[src/rtl/fir_tap_seq_pkg.sv]
// fir_tap_seq_pkg: shared FSM state type and sizing helpers
// for the time-multiplexed FIR tap sequencer.
package fir_tap_seq_pkg;

    typedef enum logic [1:0] {
        IDLE,
        MAC,
        OUT
    } state_t;

    function automatic int acc_width(int dw, int cw, int taps);
        return dw + cw + $clog2(taps);
    endfunction

    function automatic logic signed [127:0] max_s(int dw);
        return (128'sd1 <<< (dw - 1)) - 128'sd1;
    endfunction

    function automatic logic signed [127:0] min_s(int dw);
        return -(128'sd1 <<< (dw - 1));
    endfunction

endpackage

[src/rtl/fir_tap_sequencer_if.sv]
// fir_tap_sequencer_if: sample/result handshakes plus the
// coefficient write port of the FIR tap sequencer.
interface fir_tap_sequencer_if #(
    parameter int DW   = 32,
    parameter int CW   = 16,
    parameter int TAPS = 8
);
    logic                      in_valid;
    logic                      in_ready;
    logic signed [DW-1:0]      in_data;
    logic                      coef_we;
    logic [$clog2(TAPS)-1:0]   coef_addr;
    logic signed [CW-1:0]      coef_wdata;
    logic                      out_valid;
    logic                      out_ready;
    logic signed [DW-1:0]      out_data;

    modport master (
        output in_valid, in_data,
        output coef_we, coef_addr, coef_wdata,
        output out_ready,
        input  in_ready, out_valid, out_data
    );

    modport slave (
        input  in_valid, in_data,
        input  coef_we, coef_addr, coef_wdata,
        input  out_ready,
        output in_ready, out_valid, out_data
    );
endinterface

[src/rtl/fir_mac.sv]
// fir_mac: registered full-precision signed multiply-accumulate
// with synchronous clear (priority) and enable.
module fir_mac #(
    parameter int DW   = 32,
    parameter int CW   = 16,
    parameter int ACCW = 51
) (
    input  logic                   clk,
    input  logic                   rst_n,
    input  logic                   clr,
    input  logic                   en,
    input  logic signed [DW-1:0]   a,
    input  logic signed [CW-1:0]   b,
    output logic signed [ACCW-1:0] acc
);
    localparam int PW = DW + CW;

    logic signed [PW-1:0] prod;

    assign prod = PW'(a) * PW'(b);

    always_ff @(posedge clk or negedge rst_n) begin
        if (!rst_n) begin
            acc <= '0;
        end else if (clr) begin
            acc <= '0;
        end else if (en) begin
            acc <= acc + ACCW'(prod);
        end
    end
endmodule

[src/rtl/fir_tap_sequencer.sv]
// fir_tap_sequencer: one shared MAC walks all taps per sample.
// Define FIR_TAP_SEQ_ROUND_EN for round-half-up before the shift.
module fir_tap_sequencer
    import fir_tap_seq_pkg::*;
#(
    parameter int DW    = 32,
    parameter int CW    = 16,
    parameter int TAPS  = 8,
    parameter int SHIFT = 0
) (
    input  logic               clk,
    input  logic               rst_n,
    fir_tap_sequencer_if.slave bus,
    output logic               busy
);
    localparam int AW   = $clog2(TAPS);
    localparam int ACCW = acc_width(DW, CW, TAPS);
    localparam logic signed [127:0] MAX_W = max_s(DW);
    localparam logic signed [127:0] MIN_W = min_s(DW);
    localparam logic signed [ACCW:0] MAX_V = MAX_W[ACCW:0];
    localparam logic signed [ACCW:0] MIN_V = MIN_W[ACCW:0];

    state_t                 state, state_nx;
    logic [AW-1:0]          wr_ptr, k, rd_idx;
    logic signed [DW-1:0]   dly  [TAPS];
    logic signed [CW-1:0]   coef [TAPS];
    logic signed [ACCW-1:0] acc;
    logic signed [ACCW:0]   ext, shf;
    logic signed [DW-1:0]   sat, out_q;
    logic                   accept, coef_ok, out_vld;

    assign accept        = bus.in_valid && (state == IDLE);
    assign coef_ok       = bus.coef_we && (state == IDLE);
    assign rd_idx        = wr_ptr - k;
    assign bus.in_ready  = (state == IDLE);
    assign bus.out_valid = out_vld;
    assign bus.out_data  = out_q;
    assign busy          = (state != IDLE);

    always_comb begin
        state_nx = state;
        unique case (state)
            IDLE:    if (accept) state_nx = MAC;
            MAC:     if (k == AW'(TAPS - 1)) state_nx = OUT;
            OUT:     if (out_vld && bus.out_ready) state_nx = IDLE;
            default: state_nx = IDLE;
        endcase
    end

    always_ff @(posedge clk or negedge rst_n) begin
        if (!rst_n) begin
            state  <= IDLE;
            wr_ptr <= '0;
            k      <= '0;
        end else begin
            state <= state_nx;
            if (accept) begin
                wr_ptr <= wr_ptr + AW'(1);
                k      <= '0;
            end else if (state == MAC) begin
                k <= k + AW'(1);
            end
        end
    end

    // wr_ptr always names the newest sample once the write lands
    always_ff @(posedge clk or negedge rst_n) begin
        if (!rst_n) begin
            for (int i = 0; i < TAPS; i++) begin
                dly[i]  <= '0;
                coef[i] <= '0;
            end
        end else begin
            if (accept) dly[wr_ptr + AW'(1)] <= bus.in_data;
            if (coef_ok) coef[bus.coef_addr] <= bus.coef_wdata;
        end
    end

    fir_mac #(
        .DW   (DW),
        .CW   (CW),
        .ACCW (ACCW)
    ) u_mac (
        .clk   (clk),
        .rst_n (rst_n),
        .clr   (accept),
        .en    (state == MAC),
        .a     (dly[rd_idx]),
        .b     (coef[k]),
        .acc   (acc)
    );

    assign ext = {acc[ACCW-1], acc};

`ifdef FIR_TAP_SEQ_ROUND_EN
    localparam int RS = (SHIFT > 0) ? SHIFT - 1 : 0;
    localparam logic signed [ACCW:0] ONE = 1;
    localparam logic signed [ACCW:0] RND = (SHIFT > 0) ? (ONE <<< RS) : '0;
    assign shf = (ext + RND) >>> SHIFT;
`else
    assign shf = ext >>> SHIFT;
`endif

    always_comb begin
        if (shf > MAX_V) begin
            sat = MAX_V[DW-1:0];
        end else if (shf < MIN_V) begin
            sat = MIN_V[DW-1:0];
        end else begin
            sat = shf[DW-1:0];
        end
    end

    // first OUT cycle captures the settled accumulator
    always_ff @(posedge clk or negedge rst_n) begin
        if (!rst_n) begin
            out_vld <= 1'b0;
            out_q   <= '0;
        end else if (state == OUT && !out_vld) begin
            out_q   <= sat;
            out_vld <= 1'b1;
        end else if (out_vld && bus.out_ready) begin
            out_vld <= 1'b0;
        end
    end
endmodule

[src/flat_wrapper.sv]
// flat-port wrapper written by rule: the top's interface ports become plain ports
module fir_tap_sequencer_flat import fir_tap_seq_pkg::*;
#(
    parameter int DW    = 32,
    parameter int CW    = 16,
    parameter int TAPS  = 8,
    parameter int SHIFT = 0
)
  (clk, rst_n, busy, bus_in_valid, bus_in_data, bus_coef_we, bus_coef_addr, bus_coef_wdata, bus_out_ready, bus_in_ready, bus_out_valid, bus_out_data);
  fir_tap_sequencer_if #(.DW(DW), .CW(CW), .TAPS(TAPS)) bus_i ();
  input  logic clk;
  input  logic rst_n;
  output logic busy;
  input wire logic [$bits(bus_i.in_valid)-1:0] bus_in_valid;
  input wire logic [$bits(bus_i.in_data)-1:0] bus_in_data;
  input wire logic [$bits(bus_i.coef_we)-1:0] bus_coef_we;
  input wire logic [$bits(bus_i.coef_addr)-1:0] bus_coef_addr;
  input wire logic [$bits(bus_i.coef_wdata)-1:0] bus_coef_wdata;
  input wire logic [$bits(bus_i.out_ready)-1:0] bus_out_ready;
  output wire logic [$bits(bus_i.in_ready)-1:0] bus_in_ready;
  output wire logic [$bits(bus_i.out_valid)-1:0] bus_out_valid;
  output wire logic [$bits(bus_i.out_data)-1:0] bus_out_data;
  assign bus_i.in_valid = bus_in_valid;
  assign bus_i.in_data = bus_in_data;
  assign bus_i.coef_we = bus_coef_we;
  assign bus_i.coef_addr = bus_coef_addr;
  assign bus_i.coef_wdata = bus_coef_wdata;
  assign bus_i.out_ready = bus_out_ready;
  assign bus_in_ready = bus_i.in_ready;
  assign bus_out_valid = bus_i.out_valid;
  assign bus_out_data = bus_i.out_data;
  fir_tap_sequencer #(.DW(DW), .CW(CW), .TAPS(TAPS), .SHIFT(SHIFT)) u_core (.clk(clk), .rst_n(rst_n), .bus(bus_i), .busy(busy));
endmodule
[config.mk]
export PLATFORM = sky130hd
export DESIGN_NAME = fir_tap_sequencer_flat
export DESIGN_NICKNAME = d
export VERILOG_FILES = /design/src/rtl/fir_tap_seq_pkg.sv /design/src/rtl/fir_tap_sequencer_if.sv /design/src/rtl/fir_mac.sv /design/src/rtl/fir_tap_sequencer.sv /design/src/flat_wrapper.sv
export SDC_FILE = /design/constraint.sdc
export NUM_CORES = 2
export LEC_CHECK = 0
export ABC_AREA = 1
export BUFFER_PORTS_ARGS = -buffer_cell sky130_fd_sc_hd__buf_2
export CORE_UTILIZATION = 40
export CTS_CLUSTER_DIAMETER = 200
export DETAILED_ROUTE_END_ITERATION = 10
export HOLD_SLACK_MARGIN = 0.02
export PLACE_DENSITY = 0.57
export SYNTH_ARGS = -nofsm -noshare
export SYNTH_HDL_FRONTEND = slang
export SYNTH_SLANG_ARGS = --single-unit
[constraint.sdc]
create_clock -name clk -period 7.2 [get_ports clk]
set_input_delay 1.8 -clock clk [delete_from_list [all_inputs] [get_ports clk]]
set_output_delay 1.8 -clock clk [all_outputs]
set_load 0.01 [all_outputs]
==> impl_summary.txt <==
----------------------------------------------------
[Worst setup path]
  Maximum fanout along the worst path ... 15
  Cell mode on critical path ... fa_1
  Critical path launch point type ... register
  Required arrival time at the worst endpoint ... 7.74 ns
  Crit Path Class ... register to register
  Critical Path Max Stage Delay ... 0.67 ns
  CP top delay family ... adder cells
  Endpoint arrival time on the critical path ... 7.88 ns
  Slowest CP cell ... fa_2
  Critical path buffers and inverters ... 11
  Endpoint kind of the worst setup timing path ... register
  Register-to-register setup slack ... -0.14 ns

[Synthesis]
  Number of storage elements in the synthesis netlist ... 476
  Register area share after synthesis ... 0.280
  Area share of the largest cell type after synthesis ... 0.280
  Warnings from Yosys ... 0
  Ranking of synthesized cells by area ... dfrtp_1, fa_1, nand2_1
  Distinct cells, synth ... 42
  Post-Synthesis Cell Area ... between 40000 and 50000 um^2
  Commonest cells in the netlist ... nand2_1, inv_1, fa_1
  Post-synthesis async set-or-reset flop share ... 1.00
  Synth Flop Type ... dfrtp_1
  Most numerous cell in the Yosys netlist ... nand2_1
  Number of enable-type register cells in the synthesized netlist ... 0
  Average cell area after synthesis ... 8.36 um^2
  Number of nets produced by synthesis ... between 5000 and 6000
  Yosys top cell by area ... dfrtp_1
  Synthesized netlist cell count ... 5086

[Outcome]
  Violated checks ... design-rule violations, negative setup slack
  Outcome ... finished with violations

[Route]
  Via/cell ratio ... between 5 and 6
  Wire length after detailed routing ... 129000 um
  Remaining DRCs ... 20
  Number of search-and-repair iterations in the first detailed-routing pass ... 8
  Detailed-route via count ... around 35000
  Routed wirelength normalized by instance count ... about 19 um
  Antenna-violating nets left ... 0
  Initial DRC count ... 2471

[GRT]
  Largest net degree at the start of global routing ... around 140
  Antenna violations before repair ... 0
  Global-route total usage across every layer ... 0.249
  Vias in the first global route ... about 36000
  First-pass GRT wire length ... ~210000 um
  Overflow after GRT ... 0

[STA]
  Final clock period utilization by the worst path ... 1.02
  Slew HR ... 0.338
  Slew at the pin closest to its max-slew limit ... approximately 0.99 ns
  Slew Viols, Final ... 0
  Shortest clock period the worst path allows after layout ... between 7 and 8 ns
  FMAX ... between 100 and 150 MHz
  Final setup vio count ... 22
  Hold Fails Final Rpt ... 0
  Final worst clock skew ... roughly 0.015 ns
  Setup repair after global routing missed its margin ... true
  Min Hold Slack ... 0.482 ns
  Worst-case setup margin in the final layout ... -0.139 ns

[Cells and area]
  Final standard cell area without fillers ... 50700 um^2
  Fraction of final layout cells sized beyond drive strength 1 ... 0.177
  Non-Filler Instances ... 6909
  Layout overhead on the synthesized area ... 19.1%
  Nets@finish ... approximately 6200

[Job]
  Max_cap viols ... 0

[Clocking]
  Number of buffers created by CTS ... 58
  Hold-fix buffers at CTS ... 0
  Clock Latency Late Sink ... 0.67 ns
  Library cell used as clock root buffer ... clkbuf_16
  TritonCTS clock tree ... yes
  Sinks on the clock net ... between 400 and 500
  Clock tree buffer depth ... 3
  Clock transition at path regs ... around 0.060 ns
  H-tree levels ... 2

[Die]
  DIE AREA ... between 100000 and 150000 um^2
  Initial core utilization ... 0.404
  Number of placement rows ... ~120
  Die height ... 328 um
  IO Pins ... a little over 90
  Floorplan core area ... ~110000 um^2
  DIE WIDTH ... 328 um

[Placed design]
  Half-perimeter wire length of the detailed placement result ... around 97000 um
  DP Cell Count ... 6776
  Last weighted congestion value of the routability-driven placer ... between 0.9 and 1
  Number of buffers added on ports ... 90
  Total cell area at the placement stage ... between 40000 and 50000 um^2
  Pre-CTS setup slack ... -0.374 ns

[Worst hold path]
  Path type of the worst min-delay path ... register to register

----------------------------------------------------
## repair_timing
action,in CTS,in global routing
hold endpoints to repair,0,0
gates resized for setup,199,108
endpoints found under the setup margin,35,40
gates cloned,2,1
pin swaps,39,32
buffers inserted,17,8
## tightest hold or removal path, stage by stage (launching register included)
cell and delay [ns]:
dfrtp_1 0.34, nand2_1 0.05, o21ai_0 0.06
## path summary, 6_finish.rpt
check / startpoint / to / depth (start not counted)
min reg2reg: u_core.coef[55] / u_core.coef[55] / 2
min: u_core.coef[55] / u_core.coef[55] / 2
max: u_core.wr_ptr[0] / u_core.u_mac.acc[37] / 35
max reg2reg: u_core.wr_ptr[0] / u_core.u_mac.acc[37] / 35
min in group asynchronous: rst_n / u_core.dly[45] / 1
max in group asynchronous: rst_n / u_core.bus.out_data[22] / 2
## routing by layer
metal	share of wire	vias to the layer above	track usage
met2	0.46	937	0.400
met4	0.027	0	0.0657
met5	0	-	0
met3	0.057	177	0.0282
met1	0.45	17300	0.356
li1	-	16273	-
## per-stage QoR
step | utilization | setup TNS (ns)
floorplan | - | 0
global placement | 0.448 | -3.48
detailed placement | 0.448 | -4.00
CTS | 0.476 | -0.267
global route | 0.481 | -11.74
finish | 0.481 | -1.02
## logic make-up (layout without fill, tap and decap cells)
kind of cell,Yosys count,after routing,share of synthesized area
AND/OR/NAND/NOR,1828,1829,0.174
buffers and inverters,1197,1627,0.116
AO/OA/AOI/OAI,760,760,0.0937
adder cells (fa/ha/maj),691,691,0.300
flip-flops,476,476,0.280
multiplexers,132,132,0.0349
XOR/XNOR,2,2,0.000588
other,0,1,0
## registers in the layout (all words and copies together) (netlist names)
name / count
u_core.bus.out_valid: 1
u_core.state: 2
u_core.dly: 256
u_core.k: 3
u_core.wr_ptr: 3
u_core.u_mac.acc: 51
u_core.coef: 128
u_core.bus.out_data: 32
## placed cells by master (no fill, tap or decap), drive strengths merged, types with 3 or more instances in the layout
cell type	n
and2	3
o21bai	11
clkinv	15
a22o	5
nand4	28
inv	996
bufinv	4
nand3	107
a21oi	245
dfrtp	476
nor4	5
nor2	381
mux2	132
nand3b	4
buf	526
clkinvlp	4
clkbuf	82
o21ai	463
or2	4
nor3	16
ha	140
fa	551
a2bb2oi	31
nand2	1281
## layout make-up
class                           count  area, um^2
Antenna cell                        1        2.50
Clock buffer                       81        1680
Clock inverter                     23         270
Fill cell                       10181       54700
Inverter                          996        3800
Multi-Input combinational cell   3414       26800
Sequential cell                   476       11900
Tap cell                         1391        1740
Timing Repair Buffer              527        4440
Power is left out: the tool's default activity adds up to more than one toggle a clock period on the data nets, which glitch-free logic cannot reach.
